$ cat src/rtl/rf_wb_arbiter_pkg.sv
// Shared widths, write-back request bundle and grant encoding for the
// register-file write-back arbiter.
package rf_pkg;

  localparam int unsigned XLEN = 32;
  localparam int unsigned NREG = 32;
  localparam int unsigned AW   = 5;

  typedef struct packed {
    logic            valid;
    logic [AW-1:0]   rd_addr;
    logic [XLEN-1:0] rd_data;
  } wb_req_t;

  typedef enum logic {
    GNT_ALU = 1'b0,
    GNT_LSU = 1'b1
  } grant_e;

endpackage

$ cat src/rtl/rf_wb_arbiter_if.sv
// Write-back bus: ALU and LSU request channels plus the register-file write port.
interface rf_wb_if;
  import rf_pkg::*;

  logic            i_alu_valid;
  logic [AW-1:0]   i_alu_rd_addr;
  logic [XLEN-1:0] i_alu_rd_data;
  logic            o_alu_ready;

  logic            i_lsu_valid;
  logic [AW-1:0]   i_lsu_rd_addr;
  logic [XLEN-1:0] i_lsu_rd_data;
  logic            o_lsu_ready;

  logic            o_rd_wren;
  logic [AW-1:0]   o_rd_addr;
  logic [XLEN-1:0] o_rd_data;

  // Requesting side (execute/LSU stages and the register file view)
  modport master (
    output i_alu_valid, i_alu_rd_addr, i_alu_rd_data,
    input  o_alu_ready,
    output i_lsu_valid, i_lsu_rd_addr, i_lsu_rd_data,
    input  o_lsu_ready,
    input  o_rd_wren, o_rd_addr, o_rd_data
  );

  modport slave (
    input  i_alu_valid, i_alu_rd_addr, i_alu_rd_data,
    output o_alu_ready,
    input  i_lsu_valid, i_lsu_rd_addr, i_lsu_rd_data,
    output o_lsu_ready,
    output o_rd_wren, o_rd_addr, o_rd_data
  );

endinterface

$ cat src/rtl/rf_wb_arbiter_scoreboard.sv
// Pending-load scoreboard: one bit per architectural register, set at long
// issue, cleared on LSU write-back, looked up for RAW/WAW hazards.
module rf_scoreboard
  import rf_pkg::*;
#(
  parameter int unsigned SB_NREG = NREG,
  parameter int unsigned SB_AW   = AW
) (
  input  logic             i_clk,
  input  logic             i_rst_n,
  input  logic             i_issue_valid,
  input  logic             i_issue_long,
  input  logic [SB_AW-1:0] i_issue_rd_addr,
  input  logic             i_clr_en,
  input  logic [SB_AW-1:0] i_clr_addr,
  input  logic [SB_AW-1:0] i_rs1_addr,
  input  logic [SB_AW-1:0] i_rs2_addr,
  output logic             o_rs1_pend,
  output logic             o_rs2_pend,
  output logic             o_waw_stall
);

  logic [SB_NREG-1:0] pending_q;
  logic [SB_NREG-1:0] pending_d;
  logic               set_en;

  always_comb begin
    pending_d   = pending_q;
    o_waw_stall = i_rst_n && i_issue_valid && (i_issue_rd_addr != '0)
                  && pending_q[i_issue_rd_addr];
    set_en      = i_issue_valid && i_issue_long && (i_issue_rd_addr != '0)
                  && !o_waw_stall;
    // Clear first so a same-cycle set of the same index takes precedence
    if (i_clr_en) pending_d[i_clr_addr] = 1'b0;
    if (set_en)   pending_d[i_issue_rd_addr] = 1'b1;
  end

  always_comb begin
    o_rs1_pend = i_rst_n && (i_rs1_addr != '0) && pending_q[i_rs1_addr];
    o_rs2_pend = i_rst_n && (i_rs2_addr != '0) && pending_q[i_rs2_addr];
  end

  always_ff @(posedge i_clk) begin
    if (!i_rst_n) pending_q <= '0;
    else          pending_q <= pending_d;
  end

endmodule

$ cat src/rtl/rf_wb_arbiter.sv
// Round-robin ALU/LSU write-back arbiter with a registered register-file write
// port and pending-load scoreboard. Optional forwarding: RF_WB_BYPASS_EN.
module rf_wb_arbiter
  import rf_pkg::*;
(
  input  logic            i_clk,
  input  logic            i_rst_n,
  rf_wb_if.slave          wb,
  input  logic            i_issue_valid,
  input  logic            i_issue_long,
  input  logic [AW-1:0]   i_issue_rd_addr,
  input  logic [AW-1:0]   i_rs1_addr,
  input  logic [AW-1:0]   i_rs2_addr,
  output logic            o_rs1_busy,
  output logic            o_rs2_busy,
`ifdef RF_WB_BYPASS_EN
  output logic            o_rs1_fwd,
  output logic            o_rs2_fwd,
  output logic [XLEN-1:0] o_fwd_data,
`endif
  output logic            o_waw_stall
);

  wb_req_t         alu_req;
  wb_req_t         lsu_req;
  grant_e          last_grant_q, last_grant_d;
  logic            gnt_alu, gnt_lsu;
  logic            rd_wren_q, rd_wren_d;
  logic [AW-1:0]   rd_addr_q, rd_addr_d;
  logic [XLEN-1:0] rd_data_q, rd_data_d;
  logic            rs1_pend, rs2_pend;
  logic            rs1_fwd, rs2_fwd;

  always_comb begin
    alu_req = '{valid: wb.i_alu_valid, rd_addr: wb.i_alu_rd_addr, rd_data: wb.i_alu_rd_data};
    lsu_req = '{valid: wb.i_lsu_valid, rd_addr: wb.i_lsu_rd_addr, rd_data: wb.i_lsu_rd_data};
  end

  // Contention goes to whoever did not win last; a lone requester always wins
  always_comb begin
    gnt_alu      = 1'b0;
    gnt_lsu      = 1'b0;
    last_grant_d = last_grant_q;
    if (i_rst_n) begin
      if (alu_req.valid && (!lsu_req.valid || last_grant_q == GNT_LSU)) gnt_alu = 1'b1;
      else if (lsu_req.valid)                                            gnt_lsu = 1'b1;
    end
    if (gnt_alu)      last_grant_d = GNT_ALU;
    else if (gnt_lsu) last_grant_d = GNT_LSU;
  end

  // x0 writes complete the handshake but never strobe the write enable
  always_comb begin
    rd_wren_d = 1'b0;
    rd_addr_d = rd_addr_q;
    rd_data_d = rd_data_q;
    if (gnt_alu) begin
      rd_wren_d = (alu_req.rd_addr != '0);
      rd_addr_d = alu_req.rd_addr;
      rd_data_d = alu_req.rd_data;
    end else if (gnt_lsu) begin
      rd_wren_d = (lsu_req.rd_addr != '0);
      rd_addr_d = lsu_req.rd_addr;
      rd_data_d = lsu_req.rd_data;
    end
  end

  always_ff @(posedge i_clk) begin
    if (!i_rst_n) begin
      last_grant_q <= GNT_LSU;
      rd_wren_q    <= 1'b0;
      rd_addr_q    <= '0;
      rd_data_q    <= '0;
    end else begin
      last_grant_q <= last_grant_d;
      rd_wren_q    <= rd_wren_d;
      rd_addr_q    <= rd_addr_d;
      rd_data_q    <= rd_data_d;
    end
  end

  always_comb begin
    wb.o_alu_ready = gnt_alu;
    wb.o_lsu_ready = gnt_lsu;
    wb.o_rd_wren   = rd_wren_q;
    wb.o_rd_addr   = rd_addr_q;
    wb.o_rd_data   = rd_data_q;
  end

  rf_scoreboard #(
    .SB_NREG (NREG),
    .SB_AW   (AW)
  ) u_scoreboard (
    .i_clk           (i_clk),
    .i_rst_n         (i_rst_n),
    .i_issue_valid   (i_issue_valid),
    .i_issue_long    (i_issue_long),
    .i_issue_rd_addr (i_issue_rd_addr),
    .i_clr_en        (gnt_lsu),
    .i_clr_addr      (lsu_req.rd_addr),
    .i_rs1_addr      (i_rs1_addr),
    .i_rs2_addr      (i_rs2_addr),
    .o_rs1_pend      (rs1_pend),
    .o_rs2_pend      (rs2_pend),
    .o_waw_stall     (o_waw_stall)
  );

`ifdef RF_WB_BYPASS_EN
  // The registered write is visible to issue in the same cycle it lands
  always_comb begin
    rs1_fwd    = i_rst_n && rd_wren_q && (rd_addr_q == i_rs1_addr) && (i_rs1_addr != '0);
    rs2_fwd    = i_rst_n && rd_wren_q && (rd_addr_q == i_rs2_addr) && (i_rs2_addr != '0);
    o_rs1_fwd  = rs1_fwd;
    o_rs2_fwd  = rs2_fwd;
    o_fwd_data = rd_data_q;
  end
`else
  always_comb begin
    rs1_fwd = 1'b0;
    rs2_fwd = 1'b0;
  end
`endif

  always_comb begin
    o_rs1_busy = rs1_pend && !rs1_fwd;
    o_rs2_busy = rs2_pend && !rs2_fwd;
  end

endmodule

$ cat src/flat_wrapper.sv
// flat-port wrapper written by rule: the top's interface ports become plain ports
module rf_wb_arbiter_flat import rf_pkg::*;
  (i_clk, i_rst_n, i_issue_valid, i_issue_long, i_issue_rd_addr, i_rs1_addr, i_rs2_addr, o_rs1_busy, o_rs2_busy, o_waw_stall, wb_i_alu_valid, wb_i_alu_rd_addr, wb_i_alu_rd_data, wb_o_alu_ready, wb_i_lsu_valid, wb_i_lsu_rd_addr, wb_i_lsu_rd_data, wb_o_lsu_ready, wb_o_rd_wren, wb_o_rd_addr, wb_o_rd_data);
  rf_wb_if wb_i ();
  input  logic i_clk;
  input  logic i_rst_n;
  input  logic i_issue_valid;
  input  logic i_issue_long;
  input  logic [AW-1:0] i_issue_rd_addr;
  input  logic [AW-1:0] i_rs1_addr;
  input  logic [AW-1:0] i_rs2_addr;
  output logic o_rs1_busy;
  output logic o_rs2_busy;
  output logic o_waw_stall;
  input wire logic [$bits(wb_i.i_alu_valid)-1:0] wb_i_alu_valid;
  input wire logic [$bits(wb_i.i_alu_rd_addr)-1:0] wb_i_alu_rd_addr;
  input wire logic [$bits(wb_i.i_alu_rd_data)-1:0] wb_i_alu_rd_data;
  output wire logic [$bits(wb_i.o_alu_ready)-1:0] wb_o_alu_ready;
  input wire logic [$bits(wb_i.i_lsu_valid)-1:0] wb_i_lsu_valid;
  input wire logic [$bits(wb_i.i_lsu_rd_addr)-1:0] wb_i_lsu_rd_addr;
  input wire logic [$bits(wb_i.i_lsu_rd_data)-1:0] wb_i_lsu_rd_data;
  output wire logic [$bits(wb_i.o_lsu_ready)-1:0] wb_o_lsu_ready;
  output wire logic [$bits(wb_i.o_rd_wren)-1:0] wb_o_rd_wren;
  output wire logic [$bits(wb_i.o_rd_addr)-1:0] wb_o_rd_addr;
  output wire logic [$bits(wb_i.o_rd_data)-1:0] wb_o_rd_data;
  assign wb_i.i_alu_valid = wb_i_alu_valid;
  assign wb_i.i_alu_rd_addr = wb_i_alu_rd_addr;
  assign wb_i.i_alu_rd_data = wb_i_alu_rd_data;
  assign wb_o_alu_ready = wb_i.o_alu_ready;
  assign wb_i.i_lsu_valid = wb_i_lsu_valid;
  assign wb_i.i_lsu_rd_addr = wb_i_lsu_rd_addr;
  assign wb_i.i_lsu_rd_data = wb_i_lsu_rd_data;
  assign wb_o_lsu_ready = wb_i.o_lsu_ready;
  assign wb_o_rd_wren = wb_i.o_rd_wren;
  assign wb_o_rd_addr = wb_i.o_rd_addr;
  assign wb_o_rd_data = wb_i.o_rd_data;
  rf_wb_arbiter u_core (.i_clk(i_clk), .i_rst_n(i_rst_n), .wb(wb_i), .i_issue_valid(i_issue_valid), .i_issue_long(i_issue_long), .i_issue_rd_addr(i_issue_rd_addr), .i_rs1_addr(i_rs1_addr), .i_rs2_addr(i_rs2_addr), .o_rs1_busy(o_rs1_busy), .o_rs2_busy(o_rs2_busy), .o_waw_stall(o_waw_stall));
endmodule
$ cat config.mk
export PLATFORM = sky130hd
export DESIGN_NAME = rf_wb_arbiter_flat
export DESIGN_NICKNAME = d
export VERILOG_FILES = /design/src/rtl/rf_wb_arbiter_pkg.sv /design/src/rtl/rf_wb_arbiter_if.sv /design/src/rtl/rf_wb_arbiter_scoreboard.sv /design/src/rtl/rf_wb_arbiter.sv /design/src/flat_wrapper.sv
export SDC_FILE = /design/constraint.sdc
export NUM_CORES = 1
export LEC_CHECK = 0
export ABC_AREA = 1
export BUFFER_PORTS_ARGS = -buffer_cell sky130_fd_sc_hd__buf_2
export CAP_MARGIN = 20
export CORE_MARGIN = 2
export CORE_UTILIZATION = 45
export DETAILED_ROUTE_END_ITERATION = 10
export PLACE_DENSITY = 0.71
export SLEW_MARGIN = 40
export SYNTH_ARGS = -nofsm -noshare
export SYNTH_HDL_FRONTEND = slang
export SYNTH_HIERARCHICAL = 1
export SYNTH_SLANG_ARGS = --single-unit
export TNS_END_PERCENT = 1
$ cat constraint.sdc
create_clock -name i_clk -period 1.4 [get_ports i_clk]
set_input_delay 0.07 -clock i_clk [delete_from_list [all_inputs] [get_ports i_clk]]
set_output_delay 0.07 -clock i_clk [all_outputs]
set_load 0.005 [all_outputs]
==> results of run 1 <==
==> worst register-to-register path: cells and delay by family, from the launching register on <==
family	cells	cell delay (ns)
AOI/OAI and AO/OA	2	0.21
buffers and inverters	3	0.32
DFF	1	0.33
and+or+nand+nor	8	0.59
==> timing repair <==
item	in CTS	in global routing
resized for setup	28	49
pin swaps	13	26
gates cloned	0	0
endpoints found under the setup margin	27	74
hold endpoints to repair	8	0
hold buffers	8	0
setup buffers	1	1
==> final cells by class <==
class	instances	area, µm²	share of cell area (%)
Tap cell	136	170	2.61
Multi-Input combinational cell	544	2710	41.6
Sequential cell	71	1440	22.1
Inverter	114	428	6.57
Clock buffer	11	131	2.02
Antenna cell	1	2.50	0.0384
Timing Repair Buffer	223	1550	23.8
Clock inverter	5	82.6	1.27
==> placed cells by master (no fill, tap or decap), types with 24 or more instances in the layout <==
cell type / count
buf_2: 136
o21ai_0: 36
nor2_1: 70
inv_1: 102
a31oi_1: 37
nand4_1: 39
nand2_1: 168
o21ai_1: 24
dfxtp_1: 55
buf_4: 58
a21oi_1: 29
nand3_1: 87
==> routing by layer <==
| metal | vias to the layer above | global-route usage, % | wire, µm |
|---|---|---|---|
| li1 | 2972 | - | - |
| met1 | 2664 | 38.3 | 6860 |
| met2 | 312 | 45.1 | 7560 |
| met3 | 50 | 4.84 | 1410 |
| met4 | 0 | 12.8 | 497 |
| met5 | - | 0 | 0 |
==> Yosys cell counts <==
| cell type | n | area [µm²] |
|---|---|---|
| a21oi_1 | 38 | 190 |
| o211a_1 | 1 | 10.0 |
| nand3_2 | 1 | 10.0 |
| a31oi_1 | 37 | 231 |
| o21ai_1 | 13 | 65.1 |
| or2_2 | 1 | 6.26 |
| nand2_2 | 4 | 25.0 |
| nor2_1 | 72 | 270 |
| nor3_1 | 11 | 55.1 |
| buf_1 | 1 | 3.75 |
| dfxtp_1 | 71 | 1420 |
| nand2_1 | 168 | 631 |
| buf_4 | 9 | 67.6 |
| o221ai_1 | 12 | 105 |
| o211ai_1 | 1 | 7.51 |
| clkbuf_1 | 23 | 86.3 |
| nand4_1 | 39 | 244 |
| inv_1 | 104 | 390 |
| buf_2 | 13 | 65.1 |
| nand3_1 | 89 | 445 |
| buf_6 | 2 | 22.5 |
| inv_2 | 10 | 37.5 |
| o22ai_1 | 2 | 12.5 |
| o21ai_0 | 55 | 275 |
==> path summary, 6_finish.rpt <==
kind                                                  endpoint  slack (ns)  cells after the start
hold / removal            u_core/wb.o_rd_data[24]$_SDFFE_PN0P_       0.009                      5
setup / recovery                                    o_rs1_busy       -0.26                     10
hold reg to reg   u_core/u_scoreboard/pending_q[16]$_SDFF_PN0_        0.54                      2
setup reg to reg   u_core/u_scoreboard/pending_q[4]$_SDFF_PN0_       -0.09                     13
==> power breakdown <==
group	internal, mW	switching [mW]
registers	2.13	0.0585
clock network	1.01	0.807
logic	0.532	0.729
total	3.67	1.60
==> logic make-up after synthesis <==
group | Yosys count | synth area share [%]
AND/OR/NAND/NOR | 385 | 36.1
AO/OA/AOI/OAI | 159 | 19.2
flip-flops | 71 | 30.4
buffers and inverters | 162 | 14.4
==> flip-flops by register name, summed over array words and instances, names as in the netlist <==
name                           flops
u_core/wb.o_rd_addr                5
u_core/last_grant_q                1
u_core/u_scoreboard/pending_q     32
u_core/wb.o_rd_data               32
u_core/wb.o_rd_wren                1
==> metrics.yaml, run 1 <==
gr-usage-all-layers_pct: 28.6
synth_nets: 872
vdd_drop_max_mv: 0.446
hold_start: "wb_i_lsu_rd_data[24]"
hold_viol: 0
ant_nets: 0
finalCritPeriodShare_pct: 118
maxSlewHeadroom_pct: 64.4
yosysWarnings: 6
max_freq_ghz: 0.604
r2r-start: "u_core/u_scoreboard/pending_q[16]$_SDFF_PN0_"
grt_max_degree: 40
route.detailed.drc: 0
numCtsBuffers: 9
die-width_um: 106
rsz0062_at_grt: "yes"
setup_violations: 35
outcome: "finished with violations"
synth.distinct_cells: 24
syn-instance-count: 777
final_area_um2: 6510
port_buffers: 137
drtPass1Iterations: 6
placed_cells_incl_taps: 1078
dpl_cell_area_um2: 6010
post-route-util_pct: 63.7
failed_checks: "setup timing"
nets: 1058
setup_slack_ns: -0.256
start_kind: "flop"
grt_overflow: 0
cts.htree.levels: 3
cts_tree: "yes"
cp-end-kind: "output pin"
cts_buffer_depth: 2
crit_chain: "buf_6 > o21ai_1 > nor2_1 > a21oi_2 > a21oi_1 > o21ai_1 > nand3_1 > nand2_1 > nor2_1 > buf_2"
synthesis.area_um2: 4680
avgSynthCellArea_um2: 6.02
drv_slew: 0
worst-path-buf-inv: 2
hpwlAfterDp_um: 11800
clock-sinks: 71
cp_top_family: "simple AND/OR/NAND/NOR gates"
grt_antenna_before_repair: 0
ys_seq_area_share_pct: 30.4
setup_tns_ns: -2.40
arrival_ns: 1.59
cap_violations: 0
syn_to_final_growth_pct: 39.2
crit_fanout: 3
grt_pass1_vias: 5351
required_ns: 1.33
die_area_um2: 11200
worstSetupPathType: "flop to output pin"
drtIter0Drc: 567
final.min_clock_period_ns: 1.66
min_path_type: "input pin to flop"
worst_pin_slew_ns: 0.533
cts.clk_slew.worst_paths_ns: 0.08
drt_wl_total_um: 16300
p_leak_nw: 3.30
ios: 138
core-area_um2: 10200
gp_congestion: 0.913
pre_cts_slack_ns: -0.190
dr_total_vias: 5998
cp_slowest_cell: "dfxtp_2"
start_util_pct: 45.7
drive_above_1_share_pct: 29.9
std_cell_rows: 37
fin_skew_ns: 0.00886
whs_ns: 0.00933
clock_tree.root_cell: "clkbuf_8"
slowest_delay_ns: 0.35
power_density_nw_per_um2: 809
synth.ff_latch_count: 71
dieHeight_um: 106
vias_per_cell: 5.43
insertion_delay_ns: 0.35
grt_pass1_wl_um: 25900
crit_path_start: "u_core/u_scoreboard/pending_q[18]$_SDFF_PN0_"
fill_cells: 981
final_cells: 1105
wl_per_cell_um: 14.8
power_mw: 5.27
(Power assumes the default switching activity.)
==> inputs of run 2 (changes only) <==
--- a/config.mk
+++ b/config.mk
@@ -8,10 +8,13 @@
 export ABC_AREA = 1
 export BUFFER_PORTS_ARGS = -buffer_cell sky130_fd_sc_hd__buf_2
 export CAP_MARGIN = 20
+export CELL_PAD_IN_SITES_DETAIL_PLACEMENT = 1
+export CELL_PAD_IN_SITES_GLOBAL_PLACEMENT = 1
 export CORE_MARGIN = 2
-export CORE_UTILIZATION = 45
+export CORE_UTILIZATION = 35
+export CTS_CLUSTER_SIZE = 14
 export DETAILED_ROUTE_END_ITERATION = 10
-export PLACE_DENSITY = 0.71
+export PLACE_DENSITY_LB_ADDON = 0.1
 export SLEW_MARGIN = 40
 export SYNTH_ARGS = -nofsm -noshare
 export SYNTH_HDL_FRONTEND = slang
==> run 2 against run 1 <==
Compared with the run above: maximum frequency decreased by 4.3%; critical endpoint is now o_rs2_busy; critical path depth shrank 2; routed wire length is 21% higher; combinational power about the same; the run still ends with setup timing left; critical path type unchanged; first-iteration DRC count fell by 34%; cell count up 0.90%.
==> metrics.yaml, run 2 (synthesis gave the netlist of run 1 again) <==
outcome: "finished with violations"
failed_checks: "setup timing"
ff_latch_area_um2: 1430  # -0.69%
p_leak_nw: 3.19  # -3.3%
clock_tree.root_cell: "clkbuf_16"
hold_start: "wb_i_lsu_rd_data[17]"
vias_per_cell: 5.42  # about the same
die-width_um: 120  # +13%
arrival_ns: 1.66  # +0.07 ns
syn_to_final_growth_pct: 35.1
required_ns: 1.33  # about the same
placed_cells_incl_taps: 1100  # +2.0%
layout_common_cells: "nand2_1, buf_2, inv_1"
r2r_end: "u_core/u_scoreboard/pending_q[5]$_SDFF_PN0_"
hpwlAfterDp_um: 15000  # +27%
gp_congestion: 0.980  # +7.3%
max_freq_ghz: 0.578  # -4.3%
num_antenna_cells: 0  # -1
dieHeight_um: 120  # +13%
mostFrequentLayoutCell: "nand2_1"
r2r_cells: 12  # -1
maxSlewHeadroom_pct: 51.4  # -13 points
std_cell_rows: 42  # +14%
fin_skew_ns: 0.00903  # +0.000170 ns
ctsHoldBuffers: 0  # -8
vdd_drop_max_mv: 0.483  # +8.2%
cts_buffer_depth: 2  # unchanged
power_density_nw_per_um2: 899  # +11%
grt_pass1_wl_um: 31600  # +22%
worst_pin_slew_ns: 0.728  # +0.194 ns
core-area_um2: 13100  # +28%
grt_overflow: 0  # unchanged
final_cells: 1115  # +0.90%
cp-end-kind: "output pin"
wl_per_cell_um: 17.7  # +20%
critPathMostFrequentCell: "nand3_1"
setup_violations: 34  # -2.9%
drtIter0Drc: 375  # -34%
port_buffers: 137  # unchanged
worst-path-buf-inv: 2  # unchanged
nets: 1030  # -2.6%
final.min_clock_period_ns: 1.73  # +0.0747 ns
route.detailed.drc: 0  # unchanged
cts_tree: "yes"
hold_depth: 5  # unchanged
cp_slowest_cell: "dfxtp_1"
crit_chain: "buf_4 > o21ai_1 > o221ai_1 > nand3_1 > nand3_1 > nand2_1 > nor2_1 > buf_2"
die_area_um2: 14300  # +27%
worstSetupPathType: "flop to output pin"
cts.htree.levels: 3  # unchanged
r2r_slack_ns: -0.19  # -0.10 ns
finalCritPeriodShare_pct: 124  # +5.3 points
crit_fanout: 3  # unchanged
dr_total_vias: 6048  # +0.83%
cp_top_family: "flip-flops"
drt_wl_total_um: 19700  # +21%
power_mw: 5.68  # +7.8%
setup_slack_ns: -0.331  # -0.0747 ns
start_util_pct: 35.6  # -10 points
ant_nets: 0  # unchanged
rsz0062_at_grt: "yes"
grt_max_degree: 40  # unchanged
r2r-start: "u_core/u_scoreboard/pending_q[29]$_SDFF_PN0_"
gr-usage-all-layers_pct: 28.0  # -0.59 points
hold_viol: 0  # unchanged
whs_ns: 0.0185  # +0.00917 ns
drive_above_1_share_pct: 27.8  # -2.1 points
cap_violations: 0  # unchanged
min_path_type: "input pin to flop"
drtPass1Iterations: 5  # -1
fill_cells: 1845  # +88%
slowest_delay_ns: 0.37  # +0.02 ns
grt_antenna_before_repair: 0  # unchanged
multi_input_area_um2: 2710  # unchanged
insertion_delay_ns: 0.35  # about the same
setup_tns_ns: -4.99  # -2.59 ns
drv_slew: 0  # unchanged
start_kind: "flop"
grt_pass1_vias: 6166  # +15%
clock-sinks: 71  # unchanged
ios: 138  # unchanged
numCtsBuffers: 9  # unchanged
hold_end: "u_core/wb.o_rd_data[17]$_SDFFE_PN0P_"
cts.clk_slew.worst_paths_ns: 0.06  # -0.02 ns
[run 2: cell count changes in the layout (fill, tap and decap cells not counted), moves of 4 or more]
cell,change
buf_4,-13
clkbuf_16,+9
clkbuf_8,-9
o21ai_0,+9
dfxtp_1,+8
dfxtp_2,-8
dlygate4sd3_1,-8
a31oi_1,-6
a31oi_2,+6
o21ai_1,-6
buf_6,-4
[run 2: through the flow]
stage | utilization, % | setup slack [ns] | instance area, µm²
after floorplan | - | 0.181 | 4680
after global placement | 44.9 | -0.133 | 5900
after detailed placement | 44.9 | -0.238 | 5900
after CTS | 47.3 | -0.323 | 6210
after global routing | 48.1 | -0.390 | 6320
final | 48.1 | -0.331 | 6320
[run 2: worst reg2reg max path, cell delays in order (launching register included)]
cell	delay, ns
dfxtp_1	0.33
nand2_1	0.09
nand2_1	0.06
nand2_1	0.06
nand2_1	0.05
nand2_1	0.06
nand2_1	0.08
nor2_2	0.12
nand2_2	0.09
nand2_4	0.10
buf_12	0.18
nand3_1	0.15
a21oi_2	0.16
[run 2: layout make-up]
class | instances | area share (%)
clock inverter | 5 | 0.792
timing repair buffer | 195 | 19.9
inverter | 114 | 6.77
sequential | 71 | 22.6
multi-input combinational | 544 | 42.8
tap | 176 | 3.48
clock buffer | 10 | 3.62
[run 2: where the power goes]
group,internal [mW],total [mW],switching (mW)
Sequential,2.14,2.19,0.0559
Clock,1.36,2.26,0.900
Combinational,0.481,1.23,0.752
Total,3.98,5.68,1.71
[run 2: what timing repair did]
item,4_1_cts,5_1_grt
pin swaps,6,8
setup buffers,0,0
setup endpoints to repair,34,54
resized for setup,18,32
[run 2: worst max-delay path by stage]
stage,cells past startpoint,startpoint,slack [ns],end
after floorplan,12,u_core/u_scoreboard/pending_q[31]$_SDFF_PN0_,0.18,u_core/u_scoreboard/pending_q[12]$_SDFF_PN0_
after global placement,14,i_issue_rd_addr[0],-0.13,u_core/u_scoreboard/pending_q[5]$_SDFF_PN0_
after detailed placement,14,i_issue_rd_addr[0],-0.24,u_core/u_scoreboard/pending_q[5]$_SDFF_PN0_
after CTS,8,u_core/u_scoreboard/pending_q[15]$_SDFF_PN0_,-0.32,o_rs2_busy
after global routing,10,u_core/u_scoreboard/pending_q[18]$_SDFF_PN0_,-0.39,o_rs1_busy
final,8,u_core/u_scoreboard/pending_q[29]$_SDFF_PN0_,-0.33,o_rs2_busy
[run 2: per-layer routing]
metal / part of all wire [%] / track usage [%]
met5: 0 / 0
met3: 6.5 / 5.94
met4: 2.6 / 10.8
met1: 43 / 35.2
met2: 47 / 46.8
==> inputs of run 3 (changes only) <==
--- a/config.mk
+++ b/config.mk
@@ -10,7 +10,7 @@
 export CAP_MARGIN = 20
 export CELL_PAD_IN_SITES_DETAIL_PLACEMENT = 1
 export CELL_PAD_IN_SITES_GLOBAL_PLACEMENT = 1
-export CORE_MARGIN = 2
+export CORE_MARGIN = 10
 export CORE_UTILIZATION = 35
 export CTS_CLUSTER_SIZE = 14
 export DETAILED_ROUTE_END_ITERATION = 10
==> run 3 against run 2 <==
Compared with the run above: the run still ends with setup timing left; critical path type unchanged; sequential power about the same; sequential share of layout area down 0.32 points; combinational power about the same; critical endpoint unchanged; maximum frequency down 2.2%; clock power up 4%; utilization up 0.67 points; non-clock buffer count up 11.
==> metrics.yaml, run 3 (synthesis gave the netlist of run 1 again) <==
nets: 1041  # +1.1%
cts.htree.levels: 3  # unchanged
final.min_clock_period_ns: 1.77  # +0.0387 ns
drv_slew: 0  # unchanged
layout_common_cells: "nand2_1, buf_2, inv_1"
std_cell_rows: 42  # unchanged
gr-usage-all-layers_pct: 21.9  # -6.0 points
ant_nets: 0  # unchanged
p_leak_nw: 3.23  # +1.3%
drive_above_1_share_pct: 29.3  # +1.5 points
worst_pin_slew_ns: 0.662  # -0.0662 ns
r2r_cells: 13  # +1
num_antenna_cells: 0  # unchanged
grt.busiest_layer: "met2"
arrival_ns: 1.70  # +0.04 ns
vias_per_cell: 5.40  # -0.43%
syn_to_final_growth_pct: 37.6
setup_violations: 35  # +2.9%
cts_buffer_depth: 2  # unchanged
hold_viol: 0  # unchanged
vdd_drop_max_mv: 0.513  # +6.2%
maxSlewHeadroom_pct: 55.8  # +4.4 points
cts.clk_slew.worst_paths_ns: 0.06  # about the same
gp_congestion: 0.887  # -9.4%
start_util_pct: 35.5  # -0.14 points
drtPass1Iterations: 4  # -1
cp-end-kind: "output pin"
dieHeight_um: 136  # +13%
outcome: "finished with violations"
power_density_nw_per_um2: 901  # +0.28%
grt_pass1_wl_um: 32600  # +3.3%
whs_ns: 0.0272  # +0.00870 ns
final_cells: 1127  # +1.1%
drtIter0Drc: 343  # -8.5%
fill_cells: 1853  # +0.43%
worstSetupPathType: "flop to output pin"
mostFrequentLayoutCell: "nand2_1"
ios: 138  # unchanged
grt_pass1_vias: 6335  # +2.7%
cts_tree: "yes"
dr_total_vias: 6087  # +0.64%
grt_use_met2_pct: 36.9  # -9.9 points
rsz0062_at_grt: "yes"
numCtsBuffers: 9  # unchanged
start_kind: "flop"
cap_violations: 0  # unchanged
placed_cells_incl_taps: 1110  # +0.91%
core-area_um2: 13200  # +0.40%
drt_wl_total_um: 20600  # +4.4%
grt_overflow: 0  # unchanged
die_area_um2: 18400  # +29%
port_buffers: 137  # unchanged
wl_per_cell_um: 18.3  # +3.3%
setup_slack_ns: -0.370  # -0.0387 ns
route.detailed.drc: 0  # unchanged
die-width_um: 136  # +13%
grt_use_met3_pct: 5.01  # -0.93 points
max_freq_ghz: 0.565  # -2.2%
clock-sinks: 71  # unchanged
grt_use_met1_pct: 26.6  # -8.7 points
grt_antenna_before_repair: 0  # unchanged
clock_tree.root_cell: "clkbuf_16"
min_path_type: "input pin to flop"
fin_skew_ns: 0.00810  # -0.000936 ns
hold_depth: 5  # unchanged
required_ns: 1.33  # about the same
insertion_delay_ns: 0.35  # about the same
failed_checks: "setup timing"
finalCritPeriodShare_pct: 126  # +2.8 points
ctsHoldBuffers: 0  # unchanged
crit_fanout: 3  # unchanged
grt_max_degree: 38  # -5.0%
hpwlAfterDp_um: 15700  # +4.8%
==> run 3: cell count changes in the layout (fill, tap and decap cells not counted), sizes merged <==
| cell | previous run | this run |
|---|---|---|
| clkbuf | 10 | 9 |
| clkinvlp | 0 | 2 |
| inv | 114 | 115 |
| buf | 195 | 206 |
| clkinv | 4 | 3 |
==> run 3: worst paths after layout <==
kind | startpoint | to | slack [ns]
setup / recovery | u_core/u_scoreboard/pending_q[5]$_SDFF_PN0_ | o_rs2_busy | -0.37
hold / removal | wb_i_lsu_rd_data[27] | u_core/wb.o_rd_data[27]$_SDFFE_PN0P_ | 0.03
hold reg to reg | u_core/u_scoreboard/pending_q[16]$_SDFF_PN0_ | u_core/u_scoreboard/pending_q[16]$_SDFF_PN0_ | 0.49
setup reg to reg | u_core/u_scoreboard/pending_q[29]$_SDFF_PN0_ | u_core/u_scoreboard/pending_q[27]$_SDFF_PN0_ | -0.20
==> run 3: power breakdown <==
group	total, mW	switching (mW)	internal [mW]
sequential	2.20	0.0616	2.14
combinational	1.26	0.757	0.502
clock	2.34	0.962	1.38
total	5.80	1.78	4.02
==> run 3: final cells by class <==
type	instances	area [µm²]	area share, %
clock buffers	9	225	3.50
clock inverters	7	72.6	1.13
inverters	114	428	6.65
multi-input cells	544	2690	41.9
flip-flops and latches	71	1440	22.3
well taps	176	220	3.42
repair buffers	206	1360	21.1
==> run 3: routing by layer <==
layer / vias up / wire (µm) / share of wire (%)
met3: 33 / 1250 / 6.1
met5: - / 0 / 0
met1: 2911 / 8790 / 43
met2: 204 / 10000 / 49
met4: 0 / 509 / 2.5
li1: 2939 / - / -
==> run 3: worst max-delay path, cell delays in order, from the launching register on <==
cell      delay [ns]
dfxtp_1         0.37
buf_4           0.15
o21ai_1         0.07
o221ai_1        0.24
nand3_1         0.11
nand2_1         0.08
nor2_1          0.05
nor2_2          0.15
buf_2           0.15
==> run 3: per-stage QoR <==
stage | worst slack [ns] | cell area (µm²) | TNS, ns | power, mW | utilization (%)
3_5_place_dp | -0.140 | 5990 | -3.62 | 3.47 | 45.4
5_1_grt | -0.425 | 6440 | -8.89 | 6.09 | 48.8
4_1_cts | -0.317 | 6340 | -4.42 | 5.83 | 48.1
2_1_floorplan | 0.181 | 4680 | 0 | 2.87 | -
3_3_place_gp | -0.0945 | 5990 | -2.41 | 3.43 | 45.4
6_report | -0.370 | 6440 | -4.83 | 5.80 | 48.8
==> run 3: what timing repair did <==
| action | CTS | global route |
|---|---|---|
| pin swaps | 10 | 11 |
| buffers inserted | 1 | 0 |
| gates resized for setup | 26 | 26 |
| hold endpoints to repair | 0 | 0 |
| setup endpoints to repair | 36 | 37 |
